$ cat config.mk
export PLATFORM = sky130hd
export DESIGN_NAME = mem_stage
export DESIGN_NICKNAME = d
export VERILOG_FILES = /design/src/rtl/cpu_defs.sv /design/src/rtl/load_extend.sv /design/src/rtl/mem_stage.sv
export SDC_FILE = /design/constraint.sdc
export NUM_CORES = 1
export LEC_CHECK = 0
export ABC_AREA = 1
export CAP_MARGIN = 20
export CELL_PAD_IN_SITES_DETAIL_PLACEMENT = 1
export CELL_PAD_IN_SITES_GLOBAL_PLACEMENT = 1
export CORE_AREA = 2 2 156 158
export DETAILED_ROUTE_END_ITERATION = 6
export DIE_AREA = 0 0 158 160
export PLACE_DENSITY_LB_ADDON = 0.05
export REMOVE_ABC_BUFFERS = 1
export SYNTH_ARGS = -nofsm -noshare
export SYNTH_HDL_FRONTEND = slang
export SYNTH_SLANG_ARGS = --single-unit
$ cat constraint.sdc
create_clock -name clk -period 7.03 [get_ports clk]
set_input_delay 1.406 -clock clk [delete_from_list [all_inputs] [get_ports clk]]
set_output_delay 1.406 -clock clk [all_outputs]
set_load 0.005 [all_outputs]
$ cat src/rtl/cpu_defs.sv
// Shared CPU definitions: datapath widths, load/store size encodings,
// memory-stage FSM states and small byte-lane helpers.
package cpu_defs;

   localparam int XLEN  = 32;
   localparam int REG_W = 5;

   // funct3 size/sign encodings for loads and stores
   localparam logic [2:0] F3_B  = 3'b000;
   localparam logic [2:0] F3_H  = 3'b001;
   localparam logic [2:0] F3_W  = 3'b010;
   localparam logic [2:0] F3_BU = 3'b100;
   localparam logic [2:0] F3_HU = 3'b101;

   typedef enum logic {
      IDLE   = 1'b0,
      ACCESS = 1'b1
   } mem_state_e;

   // Index of the last byte of an access; unknown encodings behave as a word.
   function automatic logic [1:0] last_byte_idx(input logic [2:0] funct3);
      logic [1:0] idx;
      case (funct3)
         F3_B, F3_BU: idx = 2'd0;
         F3_H, F3_HU: idx = 2'd1;
         default:     idx = 2'd3;
      endcase
      return idx;
   endfunction

   // Little-endian byte lane select.
   function automatic logic [7:0] pick_byte(input logic [XLEN-1:0] word, input logic [1:0] idx);
      logic [7:0] b;
      case (idx)
         2'd0:    b = word[7:0];
         2'd1:    b = word[15:8];
         2'd2:    b = word[23:16];
         default: b = word[31:24];
      endcase
      return b;
   endfunction

endpackage

$ cat src/rtl/load_extend.sv
// Sign/zero extension of an assembled load value according to funct3.
module load_extend
   import cpu_defs::*;
(
   input  logic [2:0]      funct3,
   input  logic [XLEN-1:0] raw,
   output logic [XLEN-1:0] extended
);

   // Extend byte/half results; words and unknown encodings pass through.
   always_comb begin
      extended = raw;
      case (funct3)
         F3_B:    extended = {{24{raw[7]}}, raw[7:0]};
         F3_H:    extended = {{16{raw[15]}}, raw[15:0]};
         F3_BU:   extended = {24'd0, raw[7:0]};
         F3_HU:   extended = {16'd0, raw[15:0]};
         default: extended = raw;
      endcase
   end

endmodule

$ cat src/rtl/mem_stage.sv
// Pipeline MEM stage: single-cycle ALU writeback, byte-serial load/store
// over an 8-bit memory port, registered register-file write port.
module mem_stage
   import cpu_defs::*;
(
   input  logic             clk,
   input  logic             rst_n,
   input  logic             ex_valid,
   output logic             ex_ready,
   input  logic             ex_load,
   input  logic             ex_store,
   input  logic [2:0]       ex_funct3,
   input  logic [XLEN-1:0]  ex_addr,
   input  logic [XLEN-1:0]  ex_store_data,
   input  logic [REG_W-1:0] ex_rd,
   input  logic             ex_rd_we,
   output logic             mem_req,
   output logic             mem_we,
   output logic [XLEN-1:0]  mem_addr,
   output logic [7:0]       mem_wdata,
   input  logic [7:0]       mem_rdata,
   input  logic             mem_ack,
   output logic             wb_enable,
   output logic [REG_W-1:0] wb_addr,
   output logic [XLEN-1:0]  wb_data,
   output logic             stall_req
);

   mem_state_e       state_r;
   mem_state_e       state_nxt_s;
   logic [XLEN-1:0]  base_r;
   logic [XLEN-1:0]  store_data_r;
   logic [2:0]       funct3_r;
   logic [REG_W-1:0] rd_r;
   logic             rd_we_r;
   logic             store_r;
   logic [1:0]       last_r;
   logic [1:0]       cnt_r;
   logic [1:0]       cnt_nxt_s;
   logic [XLEN-1:0]  result_r;
   logic [XLEN-1:0]  raw_s;
   logic [XLEN-1:0]  ext_s;
   logic             mem_op_s;
   logic             byte_done_s;
   logic             last_done_s;

   assign mem_op_s  = ex_load | ex_store;
   assign cnt_nxt_s = cnt_r + 2'd1;
   assign ex_ready  = (state_r == IDLE);
   assign stall_req = ~ex_ready;

   load_extend u_load_extend (
      .funct3   (funct3_r),
      .raw      (raw_s),
      .extended (ext_s)
   );

   // State register.
   always_ff @(posedge clk or negedge rst_n) begin
      if (!rst_n) begin
         state_r <= IDLE;
      end else begin
         state_r <= state_nxt_s;
      end
   end

   // Next-state logic; a byte completes only when a request is actually out.
   always_comb begin
      state_nxt_s = state_r;
      byte_done_s = 1'b0;
      last_done_s = 1'b0;
      case (state_r)
         IDLE: begin
            if (ex_valid && mem_op_s) begin
               state_nxt_s = ACCESS;
            end else begin
               state_nxt_s = IDLE;
            end
         end
         ACCESS: begin
            if (mem_req && mem_ack) begin
               byte_done_s = 1'b1;
               if (cnt_r == last_r) begin
                  last_done_s = 1'b1;
                  state_nxt_s = IDLE;
               end else begin
                  state_nxt_s = ACCESS;
               end
            end else begin
               state_nxt_s = ACCESS;
            end
         end
         default: state_nxt_s = IDLE;
      endcase
   end

   // Merge the byte arriving this cycle into the partially assembled result.
   always_comb begin
      raw_s = result_r;
      case (cnt_r)
         2'd0:    raw_s[7:0]   = mem_rdata;
         2'd1:    raw_s[15:8]  = mem_rdata;
         2'd2:    raw_s[23:16] = mem_rdata;
         default: raw_s[31:24] = mem_rdata;
      endcase
   end

   // Operand latch, byte sequencing, memory request and writeback registers.
   always_ff @(posedge clk or negedge rst_n) begin
      if (!rst_n) begin
         base_r       <= 32'd0;
         store_data_r <= 32'd0;
         funct3_r     <= 3'd0;
         rd_r         <= 5'd0;
         rd_we_r      <= 1'b0;
         store_r      <= 1'b0;
         last_r       <= 2'd0;
         cnt_r        <= 2'd0;
         result_r     <= 32'd0;
         mem_req      <= 1'b0;
         mem_we       <= 1'b0;
         mem_addr     <= 32'd0;
         mem_wdata    <= 8'd0;
         wb_enable    <= 1'b0;
         wb_addr      <= 5'd0;
         wb_data      <= 32'd0;
      end else begin
         wb_enable <= 1'b0;
         case (state_r)
            IDLE: begin
               mem_req <= 1'b0;
               mem_we  <= 1'b0;
               if (ex_valid && mem_op_s) begin
                  base_r       <= ex_addr;
                  store_data_r <= ex_store_data;
                  funct3_r     <= ex_funct3;
                  rd_r         <= ex_rd;
                  rd_we_r      <= ex_rd_we;
                  // load wins when both kinds are requested
                  store_r      <= ex_store & ~ex_load;
                  last_r       <= last_byte_idx(ex_funct3);
                  cnt_r        <= 2'd0;
                  result_r     <= 32'd0;
               end else if (ex_valid) begin
                  wb_enable <= ex_rd_we && (ex_rd != 5'd0);
                  wb_addr   <= ex_rd;
                  wb_data   <= ex_addr;
               end else begin
                  cnt_r <= cnt_r;
               end
            end
            ACCESS: begin
               if (last_done_s) begin
                  mem_req  <= 1'b0;
                  mem_we   <= 1'b0;
                  cnt_r    <= 2'd0;
                  result_r <= raw_s;
                  if (!store_r) begin
                     wb_enable <= rd_we_r && (rd_r != 5'd0);
                     wb_addr   <= rd_r;
                     wb_data   <= ext_s;
                  end else begin
                     wb_enable <= 1'b0;
                  end
               end else if (byte_done_s) begin
                  cnt_r     <= cnt_nxt_s;
                  result_r  <= raw_s;
                  mem_req   <= 1'b1;
                  mem_we    <= store_r;
                  mem_addr  <= base_r + {30'd0, cnt_nxt_s};
                  mem_wdata <= pick_byte(store_data_r, cnt_nxt_s);
               end else begin
                  // issue or hold the current byte until it is acknowledged
                  mem_req   <= 1'b1;
                  mem_we    <= store_r;
                  mem_addr  <= base_r + {30'd0, cnt_r};
                  mem_wdata <= pick_byte(store_data_r, cnt_r);
               end
            end
            default: begin
               mem_req <= 1'b0;
               mem_we  <= 1'b0;
            end
         endcase
      end
   end

endmodule

# == Word-level counts from Yosys, hierarchy flattened ==
# Cells that the tools add are included.
# word_totals
memories,0
latchBits,0
ff_bits,191
mem_bits_ro,0
mem_bits_rw,0
# op_classes
n_reduce_logical,17
add_sub_neg,3
magnitude_cmp,0
n_bitwise,5
shift,0
div_mod_pow,0
n_mul,0
n_eq_ne,17
muxes,46
# ops
op,n
2-to-1 mux 32 bit,8
case mux 32 bit (2 select lines),2
case mux 32 bit (4 select lines),1
adder 32 x 2 -> 32 bit,2
case mux 8 bit (3 select lines),2
2-to-1 mux 8 bit,5
2-to-1 mux 5 bit,4
2-to-1 mux 1 bit,14
"== test 3 bit, second input constant",4
case mux 5 bit (2 select lines),1
nonzero test 5 bit,2
case mux 1 bit (2 select lines),4
case mux 2 bit (2 select lines),2
"== test 3 x 1 -> 1 bit, second input constant",2
logical NOT 3 bit,2
2-to-1 mux 2 bit,3
"!= test 2 bit, second input constant",3
AND reduction 2 bit,3
"== test 2 x 1 -> 1 bit, second input constant",2
"== test 2 bit, second input constant",2
logical AND 1 bit,4
logical NOT 2 bit,2
"!= test 2 x 1 -> 1 bit, second input constant",2
AND reduction 4 bit,1
other kinds (8),11

# == Logic depth before layout (Yosys ltp) ==
# Gate-level depths: netlist of run 1.
# logic_depth
depth_word,7
depth_mapped,17

# == Cells and area by module ==
# A second synthesis of run 1 with hierarchy kept.
# unflattened
cells_unflattened,1354
area_unflattened_um2,10263.6
# by_module_without_submodules
mod,n_inst,cells_per_inst,area_each_um2
mem_stage,1,1284,9874.5
load_extend,1,70,389.1

# == Worst setup path after synthesis of run 1 ==
# Ideal clock, no wire load.
# synth_timing
path_type,in2reg
from,in mem_ack
to,reg mem_addr[18]
required_time_ns,6.913
t_arrival_ns,3.327
slack_ns,3.586
setup_time_ns,0.117
path_stages,14
n_path_buf,1
cell_sequence,nand2_1 > inv_1 > nand2_1 > buf_2 > inv_1 > o21ai_0 > fa_1 > nand2_1 > nor2_1 > nand3_1 > inv_1 > nand3_1 > nand3_1 > nand2_1
# synth_between
elab_chain_len,5
word_cells_on_any_way,8
cone_classes,mux (5); bitwise (1); reduce/logical (2)
# synth_rtl
element,line_no,rtl
from (decl),mem_stage.sv:22,"input logic mem_ack,"
logical AND 1 bit (*),mem_stage.sv:81,if (mem_req && mem_ack) begin
2-to-1 mux 1 bit,mem_stage.sv:81,
2-to-1 mux 1 bit,mem_stage.sv:72,case (state_r)
inverter 1 bit (no source line),n/a,
AND reduction 2 bit (no source line),n/a,
to (signal assigned),mem_stage.sv:170,"mem_addr <= base_r + {30'd0, cnt_nxt_s};"
to (signal assigned),mem_stage.sv:176,"mem_addr <= base_r + {30'd0, cnt_r};"
to (decl),mem_stage.sv:19,"output logic [XLEN-1:0] mem_addr,"
# Mark *: on every way between the ends. The rest lies on a longest branch, timed or not.
# A chain may end at the register's enable or synchronous reset.

# == Worst setup path in the final report of run 1 ==
# Same ends and word-level chain as after synthesis.

==> flow_summary.ini, run 1 <==
[floorplan]
die_y_um = 160
core-area_mm2 = 0.0238
rows = 57
io_pins = 169
die-area_mm2 = 0.0253
start_util_pct = 40.9
die_x_um = 158

[min_path]
hold_path.class = register to register

[synthesis]
synth_area_leaders = dfrtp_1, nand2_1, nand3_1
synth_top_area_share_pct = 49.1
synth_most_common_cell = nand2_1
seq_area_frac_synth_pct = 49.1
netlist_instances = 1315
synthArstFlopShare_pct = 100
synth_common_cells = nand2_1, dfrtp_1, nand3_1
synth_top_area_cell = dfrtp_1
synth_ff_type = dfrtp_1
avgSynthCellArea_um2 = 7.40
ys_types = 31
synth_seq_cells = 191
synth_edf_count = 0
syn_area_mm2 = 0.00973
synth_warnings = 0

[detailed_routing]
drtAntennaViolNets = 0
drt_pass1_iterations = 5
num_vias = 9038
wl_mm = 30.4
wl_per_cell_um = 17.0
drt-vias-per-instance = 5.07
drcViolationCount = 0
drtIter0Drc = 385

[clocking]
cts_tree = built
clk_path_buf_depth = 2
clkLatencyLatePin_ns = 0.44
cts.htree.levels = 4
cts_resized = 0
post_cts_buffers = 0
cts_hold_buf = 0
path_clk_slew_ns = 0.07
cts_root_buffer = clkbuf_16
numCtsBuffers = 17
cts.sink_count = 191

[pwr]
comb_power_share_pct = 44.7
p_int_mw = 3.02
total_power_mw = 5.29
peakVddDrop_mv = 0.157
p_seq_share_pct = 37.6
powerDensity_mw_per_mm2 = 437
clkPwrFrac_pct = 17.6
p_leak_nw = 5.81
p_sw_share_pct = 42.9
power.switching_mw = 2.27

[cells_and_area]
drive_gt1_share_pct = 3.98
regArea_mm2 = 0.00478
multi_input_area_mm2 = 0.00435
fillCellCount = 3023
area_delta_synth_final_pct = 24.4
antennaDiodeCount = 0
layout.nets = 1543

[worst_setup_path]
endpoint_kind = register
path_cells = clkdlybuf4s50_1 -> nand2_1 -> inv_1 -> nand2_1 -> buf_4 -> inv_1 -> o21ai_0 -> fa_1 -> nand2_1 -> nor2_1 -> nand3_1 -> inv_1 -> nand3_1 -> nand3_1 -> nand2_1
startpoint_type = input port
worstSetupPathType = input port to register
worstPathMaxFanout = 19
worst_path_max_delay_cell = o21ai_0
cp_data_arrival_time_ns = 4.29
cp_common_cell = nand2_1
required_ns = 7.35
slowest_delay_ns = 0.42
r2r_slack_ns = 3.88

[placed_design]
gp_congestion = 0.834
port-buffer-count = 168
dp_hpwl_mm = 21.6
place_ws_ns = 2.60

[grt]
grt_usage_pct = 25.2
grt_first_pass_wirelength_mm = 49.9
antenna_found_initial = 0
grt_max_degree = 97
grt_pass1_vias = 9384
overflow = 0

[outcome]
status = complete, no violations

[sta]
final-setup-viol-count = 0
skew_ns = 0.0115
slew_headroom_pct = 41.4
tns_ns = 0
tightest_slew_ns = 0.879
period_share_pct = 56.5
fmax_mhz = 252
timing.final.ws_setup_ns = 3.06
rsz0062_at_grt = false
drv_slew = 0
timing.final.crit_period_ns = 3.97
finalHoldViolCount = 0
hold_slack_ns = 0.477

[job]
max-cap-violations = 0
worst paths after layout:
kind | start | end | depth (start not counted)
worst max-delay path | mem_ack | mem_addr[18] | 15
worst min-delay path | mem_addr[18] | mem_addr[18] | 2
worst max register to register | stall_req | mem_addr[18] | 12
worst min register to register | mem_addr[18] | mem_addr[18] | 2
max in group asynchronous | rst_n | wb_data[26] | 2
min in group asynchronous | rst_n | wb_addr[1] | 1
worst max-delay path, delay by kind of cell:
kind / cells / cell delay, ns
buf+inv: 5 / 0.98
fa+ha+maj: 1 / 0.40
compound gates: 1 / 0.42
simple gates: 8 / 1.08
cells by family after synthesis:
logic type | count (synthesis) | synth area share [%]
buffers and inverters | 135 | 6.18
and+or+nand+nor | 789 | 32.3
adders and majority gates | 10 | 1.36
AOI/OAI and AO/OA | 175 | 9.72
DFF | 191 | 49.1
xor gates and xnor gates | 15 | 1.35
state kept, by name, indices dropped and copies added, names as in the netlist:
register      flops
base_r           32
mem_addr         32
result_r         32
store_data_r     32
wb_data          32
mem_wdata         8
rd_r              5
wb_addr           5
funct3_r          3
cnt_r             2
last_r            2
mem_req           1
mem_we            1
rd_we_r           1
stall_req         1
store_r           1
wb_enable         1
cell type report:
class                   instances  area share (%)
clock inverters                14           0.971
well taps                     324            3.35
multi-input cells             989            35.9
flip-flops and latches        191            39.5
clock buffers                  18            3.54
repair buffers                180            14.7
inverters                      67            2.08
metal layers:
metal | vias to the layer above | share of wire (%) | wire (um) | GRT usage (%)
met5 | - | 0 | 0 | 0
met4 | 0 | 1.6 | 497 | 6.27
met3 | 31 | 3.9 | 1170 | 3.80
met2 | 187 | 50 | 15300 | 43.5
met1 | 4406 | 44 | 13400 | 33.1
li1 | 4414 | - | - | -
through the flow:
step / cell area, um2 / util, % / std cells
2_1_floorplan: 9380 / - / 1247
3_3_place_gp: 11600 / 48.6 / 1751
3_5_place_dp: 11600 / 48.6 / 1751
4_1_cts: 12100 / 50.9 / 1783
5_1_grt: 12100 / 50.9 / 1783
6_report: 12100 / 50.9 / 1783
layout by cell type, fill, tap and decap left out, types with 3 or more instances in the layout:
| master | count |
|---|---|
| and3_1 | 7 |
| o21ai_1 | 26 |
| xor2_1 | 12 |
| o211ai_1 | 16 |
| nand3b_1 | 4 |
| a21oi_1 | 42 |
| inv_6 | 7 |
| inv_1 | 61 |
| dfrtp_1 | 190 |
| o21a_1 | 9 |
| nand3_1 | 85 |
| buf_4 | 12 |
| clkbuf_16 | 17 |
| inv_2 | 6 |
| o21ai_0 | 79 |
| nor3_1 | 3 |
| xnor2_1 | 3 |
| clkdlybuf4s50_1 | 167 |
| ha_1 | 9 |
| nand2_1 | 615 |
| nor2_1 | 65 |
power by group through the flow:
stage	clock network, mW	registers [mW]	logic, mW
floorplan	0	1.94	1.33
global placement	0	1.99	2.31
detailed placement	0	2.01	2.38
CTS	0.960	1.99	2.41
global route	1.00	2.05	2.71
finish	0.934	1.99	2.37
No activity file was read; power rests on OpenSTA's default activity.
==> inputs of run 2 (changes only) <==
--- a/config.mk
+++ b/config.mk
@@ -9,9 +9,9 @@
 export CAP_MARGIN = 20
 export CELL_PAD_IN_SITES_DETAIL_PLACEMENT = 1
 export CELL_PAD_IN_SITES_GLOBAL_PLACEMENT = 1
-export CORE_AREA = 2 2 156 158
+export CORE_AREA = 2 2 170 172
 export DETAILED_ROUTE_END_ITERATION = 6
-export DIE_AREA = 0 0 158 160
+export DIE_AREA = 0 0 172 174
 export PLACE_DENSITY_LB_ADDON = 0.05
 export REMOVE_ABC_BUFFERS = 1
 export SYNTH_ARGS = -nofsm -noshare
==> constraint.sdc (replaced) <==
create_clock -name clk -period 3.6 [get_ports clk]
set_input_delay 0.72 -clock clk [delete_from_list [all_inputs] [get_ports clk]]
set_output_delay 0.72 -clock clk [all_outputs]
set_load 0.005 [all_outputs]
==> run 2 against run 1 <==
  * Final area increased by 1.7%
  * First-iteration DRC count increased by 28%
  * Global-route usage decreased by 2.8 points
  * Clock-buffer cell count increased by 2
  * Via count decreased by 0.93%
  * Critical path type is now register to output pin
==> flow_summary.ini, run 2 (same netlist as run 1, synthesis figures left out) <==
[detailed_routing]
drt_pass1_iterations = 4
drt-vias-per-instance = 4.83
drcViolationCount = 0
num_vias = 8954
wl_per_cell_um = 17.2
drtIter0Drc = 491
drtAntennaViolNets = 0
wl_mm = 31.9

[worst_setup_path]
path_delay_family = buffers and inverters
worst_path_max_delay_cell = clkdlybuf4s50_1
cp_data_arrival_time_ns = 2.17
required_ns = 2.88
reg2reg_from = cnt_r[0]
startpoint_type = register
worstSetupPathType = register to output pin
cp.buffers_inverters = 3
endpoint_kind = output pin
path_cells = buf_4 -> inv_1 -> clkdlybuf4s50_1
slowest_delay_ns = 0.62
worstPathMaxFanout = 20
critical_path.startpoint = stall_req

[sta]
final-setup-viol-count = 0
slew_headroom_pct = 51.2
finalHoldViolCount = 0
period_share_pct = 80.2
tightest_slew_ns = 0.731
drv_slew = 0
hold_slack_ns = 0.285
rsz0062_at_grt = false
timing.final.ws_setup_ns = 0.715
skew_ns = 0.0139
fmax_mhz = 347
timing.final.crit_period_ns = 2.89
tns_ns = 0

[cells_and_area]
final_cells = 1854
antennaDiodeCount = 0
area_delta_synth_final_pct = 26.6
layout.nets = 1554
fillCellCount = 3523
layout_common_cells = nand2_1, dfrtp_1, clkdlybuf4s50_1, nand3_1, o21ai_0
final_common_cell = nand2_1
drive_gt1_share_pct = 4.76
post-route-cell-area_mm2 = 0.0123

[clocking]
clk_path_buf_depth = 2
numCtsBuffers = 17
cts.htree.levels = 4
post_cts_buffers = 0
cts_tree = built
clkLatencyLatePin_ns = 0.43
cts_hold_buf = 0
cts_resized = 0
path_clk_slew_ns = 0.08
cts.sink_count = 191
cts_root_buffer = clkbuf_16

[floorplan]
io_pins = 169
die-area_mm2 = 0.0299
start_util_pct = 34.5
rows = 62
core-area_mm2 = 0.0282
die_x_um = 172
die_y_um = 174

[placed_design]
port-buffer-count = 168
place_ws_ns = 0.414
dp_hpwl_mm = 22.9
gp_congestion = 0.829
dp_cells = 1822
placed_area_mm2 = 0.0117

[pwr]
p_leak_nw = 5.89
peakVddDrop_mv = 0.348
powerDensity_mw_per_mm2 = 854

[grt]
grt_first_pass_wirelength_mm = 51.8
antenna_found_initial = 1
grt_usage_pct = 22.4
overflow = 0
grt_max_degree = 78
grt_pass1_vias = 9304

[min_path]
hold_path.class = input port to async pin

[job]
max-cap-violations = 0

[outcome]
status = complete, no violations
==> run 2: cell count changes in the layout (fill, tap and decap cells not counted) <==
cell,previous run,this run
buf_4,12,22
inv_8,2,4
clkinv_8,0,1
clkinvlp_4,2,1
inv_6,7,2
clkbuf_8,1,4
clkinv_4,1,4
buf_12,0,1
clkinv_2,2,0
clkbuf_1,1,0
==> run 2: area by class of cell <==
cell class	count	area, um2	area share, %
Inverter	67	251	2.04
Sequential cell	191	4780	38.8
Clock inverter	12	121	0.985
Tap cell	384	480	3.90
Clock buffer	20	467	3.79
Multi-Input combinational cell	989	4350	35.3
Timing Repair Buffer	191	1870	15.2
==> run 2: final timing paths <==
kind | slack, ns | cells past startpoint | endpoint
max reg2reg | 0.90 | 15 | mem_addr[25]
max | 0.71 | 3 | ex_ready
min | 0.28 | 1 | mem_addr[2]
max in group asynchronous | 2.33 | 2 | stall_req
min in group clk | 0.48 | 2 | mem_addr[30]
min reg2reg | 0.48 | 2 | mem_addr[30]
==> run 2: layer usage <==
| layer | track usage [%] | part of all wire [%] |
|---|---|---|
| met3 | 3.71 | 4.4 |
| met2 | 38.5 | 49 |
| met4 | 4.27 | 0.93 |
| met5 | 0 | 0.041 |
| met1 | 29.8 | 46 |
==> run 2: stage by stage <==
step                      utilization [%]  power [mW]
after floorplan                         -        6.39
after global placement               41.6        8.59
after detailed placement             41.6        8.72
after CTS                            43.6        10.7
after global routing                 43.6        11.5
final                                43.6        10.5
==> run 2: worst reg2reg max path, delay by kind of cell (launching register included) <==
kind,cells,cell delay (ns)
DFF,1,0.48
AOI/OAI and AO/OA,1,0.07
adders and majority gates,2,0.63
buffers and inverters,2,0.30
and+or+nand+nor,10,1.11
==> run 2: report_power, final <==
group          switching [mW]  total [mW]  internal, mW
registers               0.721        3.83          3.11
clock network           0.932        1.91         0.976
logic                    2.85        4.79          1.94
==> inputs of run 3 (changes only) <==
--- a/config.mk
+++ b/config.mk
@@ -9,9 +9,9 @@
 export CAP_MARGIN = 20
 export CELL_PAD_IN_SITES_DETAIL_PLACEMENT = 1
 export CELL_PAD_IN_SITES_GLOBAL_PLACEMENT = 1
-export CORE_AREA = 2 2 170 172
+export CORE_AREA = 2 2 161 163
 export DETAILED_ROUTE_END_ITERATION = 6
-export DIE_AREA = 0 0 172 174
+export DIE_AREA = 0 0 163 165
 export PLACE_DENSITY_LB_ADDON = 0.05
 export REMOVE_ABC_BUFFERS = 1
 export SYNTH_ARGS = -nofsm -noshare
==> constraint.sdc (replaced) <==
create_clock -name clk -period 2.7 [get_ports clk]
set_input_delay 0.54 -clock clk [delete_from_list [all_inputs] [get_ports clk]]
set_output_delay 0.54 -clock clk [all_outputs]
set_load 0.005 [all_outputs]
==> run 3 against run 2 <==
  * First-iteration DRC count is 1.0% lower
  * Final cell count fell by 1.8%
  * Die area fell by 10%
  * Final area rose by 1.4%
  * Utilization rose by 6.3 points
  * Largest power group unchanged
==> flow_summary.ini, run 3 (same netlist as run 1, synthesis figures left out) <==
[pwr]
p_leak_nw = 6.00
powerDensity_mw_per_mm2 = 1150
peakVddDrop_mv = 0.460
total_power_mw = 14.4

[sta]
fmax_mhz = 406
rsz0062_at_grt = false
slew_headroom_pct = 55.5
final-setup-viol-count = 0
skew_ns = 0.0149
finalHoldViolCount = 0
tightest_slew_ns = 0.667
drv_slew = 0
period_share_pct = 91.2
tns_ns = 0
timing.final.crit_period_ns = 2.46

[cells_and_area]
layout.nets = 1574
post-route-cell-area_mm2 = 0.0125
layout_common_cells = nand2_1, dfrtp_1, clkdlybuf4s50_1, nand3_1, o21ai_0
area_delta_synth_final_pct = 28.4
drive_gt1_share_pct = 6.51
fillCellCount = 3126
final_common_cell = nand2_1
multi_input_area_mm2 = 0.00437
regArea_mm2 = 0.00478

[min_path]
hold_path.class = input port to async pin

[detailed_routing]
wl_mm = 31.7
drtIter0Drc = 486
num_vias = 9126
wl_per_cell_um = 17.4
drt_pass1_iterations = 4
drtAntennaViolNets = 0
drt-vias-per-instance = 5.01
drcViolationCount = 0

[clocking]
path_clk_slew_ns = 0.08
cts_root_buffer = clkbuf_16
cts.htree.levels = 4
cts.sink_count = 191
clk_path_buf_depth = 2
numCtsBuffers = 17
cts_tree = built
clkLatencyLatePin_ns = 0.44

[worst_setup_path]
endpoint_kind = register
worstSetupPathType = register to register
r2r-end = mem_addr[18]
reg2reg_from = cnt_r[1]
worstPathMaxFanout = 7
rr_worst_depth = 14
cp_data_arrival_time_ns = 2.80
required_ns = 3.03
path_cells = inv_2 -> ha_1 -> nand2_1 -> o21ai_0 -> buf_4 -> fa_1 -> nand2_1 -> nor2_2 -> nand3_1 -> inv_1 -> nand2_1 -> nand2_1 -> nand3_1 -> nand2_1
cp.depth = 14
worst_path_max_delay_cell = dfrtp_2
path_delay_family = adder cells
critical_path.startpoint = cnt_r[1]
startpoint_type = register
r2r_slack_ns = 0.24
slowest_delay_ns = 0.45
cp.buffers_inverters = 3
cp_common_cell = nand2_1

[grt]
grt_usage_pct = 24.4
grt_pass1_vias = 9562
antenna_found_initial = 1
grt_first_pass_wirelength_mm = 51.2
grt_max_degree = 97
overflow = 0

[placed_design]
placed_area_mm2 = 0.0119
port-buffer-count = 168
dp_hpwl_mm = 22.7
gp_congestion = 0.857

[outcome]
status = complete, no violations

[floorplan]
die-area_mm2 = 0.0269
die_x_um = 163
rows = 58
die_y_um = 165
io_pins = 169
core-area_mm2 = 0.0250
start_util_pct = 38.9

[job]
max-cap-violations = 0
-- run 3: what timing repair did --
action                                  CTS  global route
buffers inserted                          0             0
endpoints found under the setup margin    0             8
gates resized for setup                   0             7
hold buffers                              0             0
-- run 3: how the worst max path moves through the flow --
stage               slack, ns           end
global placement        -0.18  mem_addr[18]
detailed placement      -0.24  mem_addr[18]
CTS                      0.12  mem_addr[25]
floorplan               -1.74   result_r[0]
finish                   0.24  mem_addr[18]
global route             0.04  mem_addr[31]
-- run 3: layer usage --
metal / share of wire (%) / vias to the layer above / GRT usage (%)
li1: - / 4484 / -
met1: 45 / 4400 / 31.3
met2: 49 / 189 / 42.3
met3: 3.6 / 53 / 3.94
met4: 2.3 / 0 / 7.56
met5: 0 / - / 0
-- run 3: area by class of cell --
type	count	share of cell area (%)
Inverter	67	2.01
Clock inverter	13	1.16
Multi-Input combinational cell	989	34.9
Antenna cell	1	0.0200
Clock buffer	19	3.62
Tap cell	330	3.30
Sequential cell	191	38.3
Timing Repair Buffer	211	16.7
-- run 3: per-stage QoR --
stage	worst slack (ns)	hold WS (ns)	utilization, %	std cells
final	0.238	0.0801	49.9	1821
after global routing	0.0444	0.116	49.9	1821
after CTS	0.115	0.111	49.8	1820
after detailed placement	-0.236	0.466	47.5	1788
after global placement	-0.183	0.461	47.5	1788
after floorplan	-1.74	0.244	-	1247
-- run 3: worst reg2reg max path, cell delays in order, from the launching register on --
cell and delay [ns]:
dfrtp_2 0.45, inv_2 0.13, ha_1 0.28, nand2_1 0.08, o21ai_0 0.09, buf_4 0.17, fa_1 0.44, nand2_1 0.12
nor2_2 0.06, nand3_1 0.20, inv_1 0.12, nand2_1 0.07, nand2_1 0.05, nand3_1 0.06, nand2_1 0.05
-- run 3: report_power, final --
group	internal [mW]	switching, mW	leakage [nW]
logic	2.78	3.88	3.29
clock network	1.36	1.24	0.288
registers	4.16	0.935	2.42
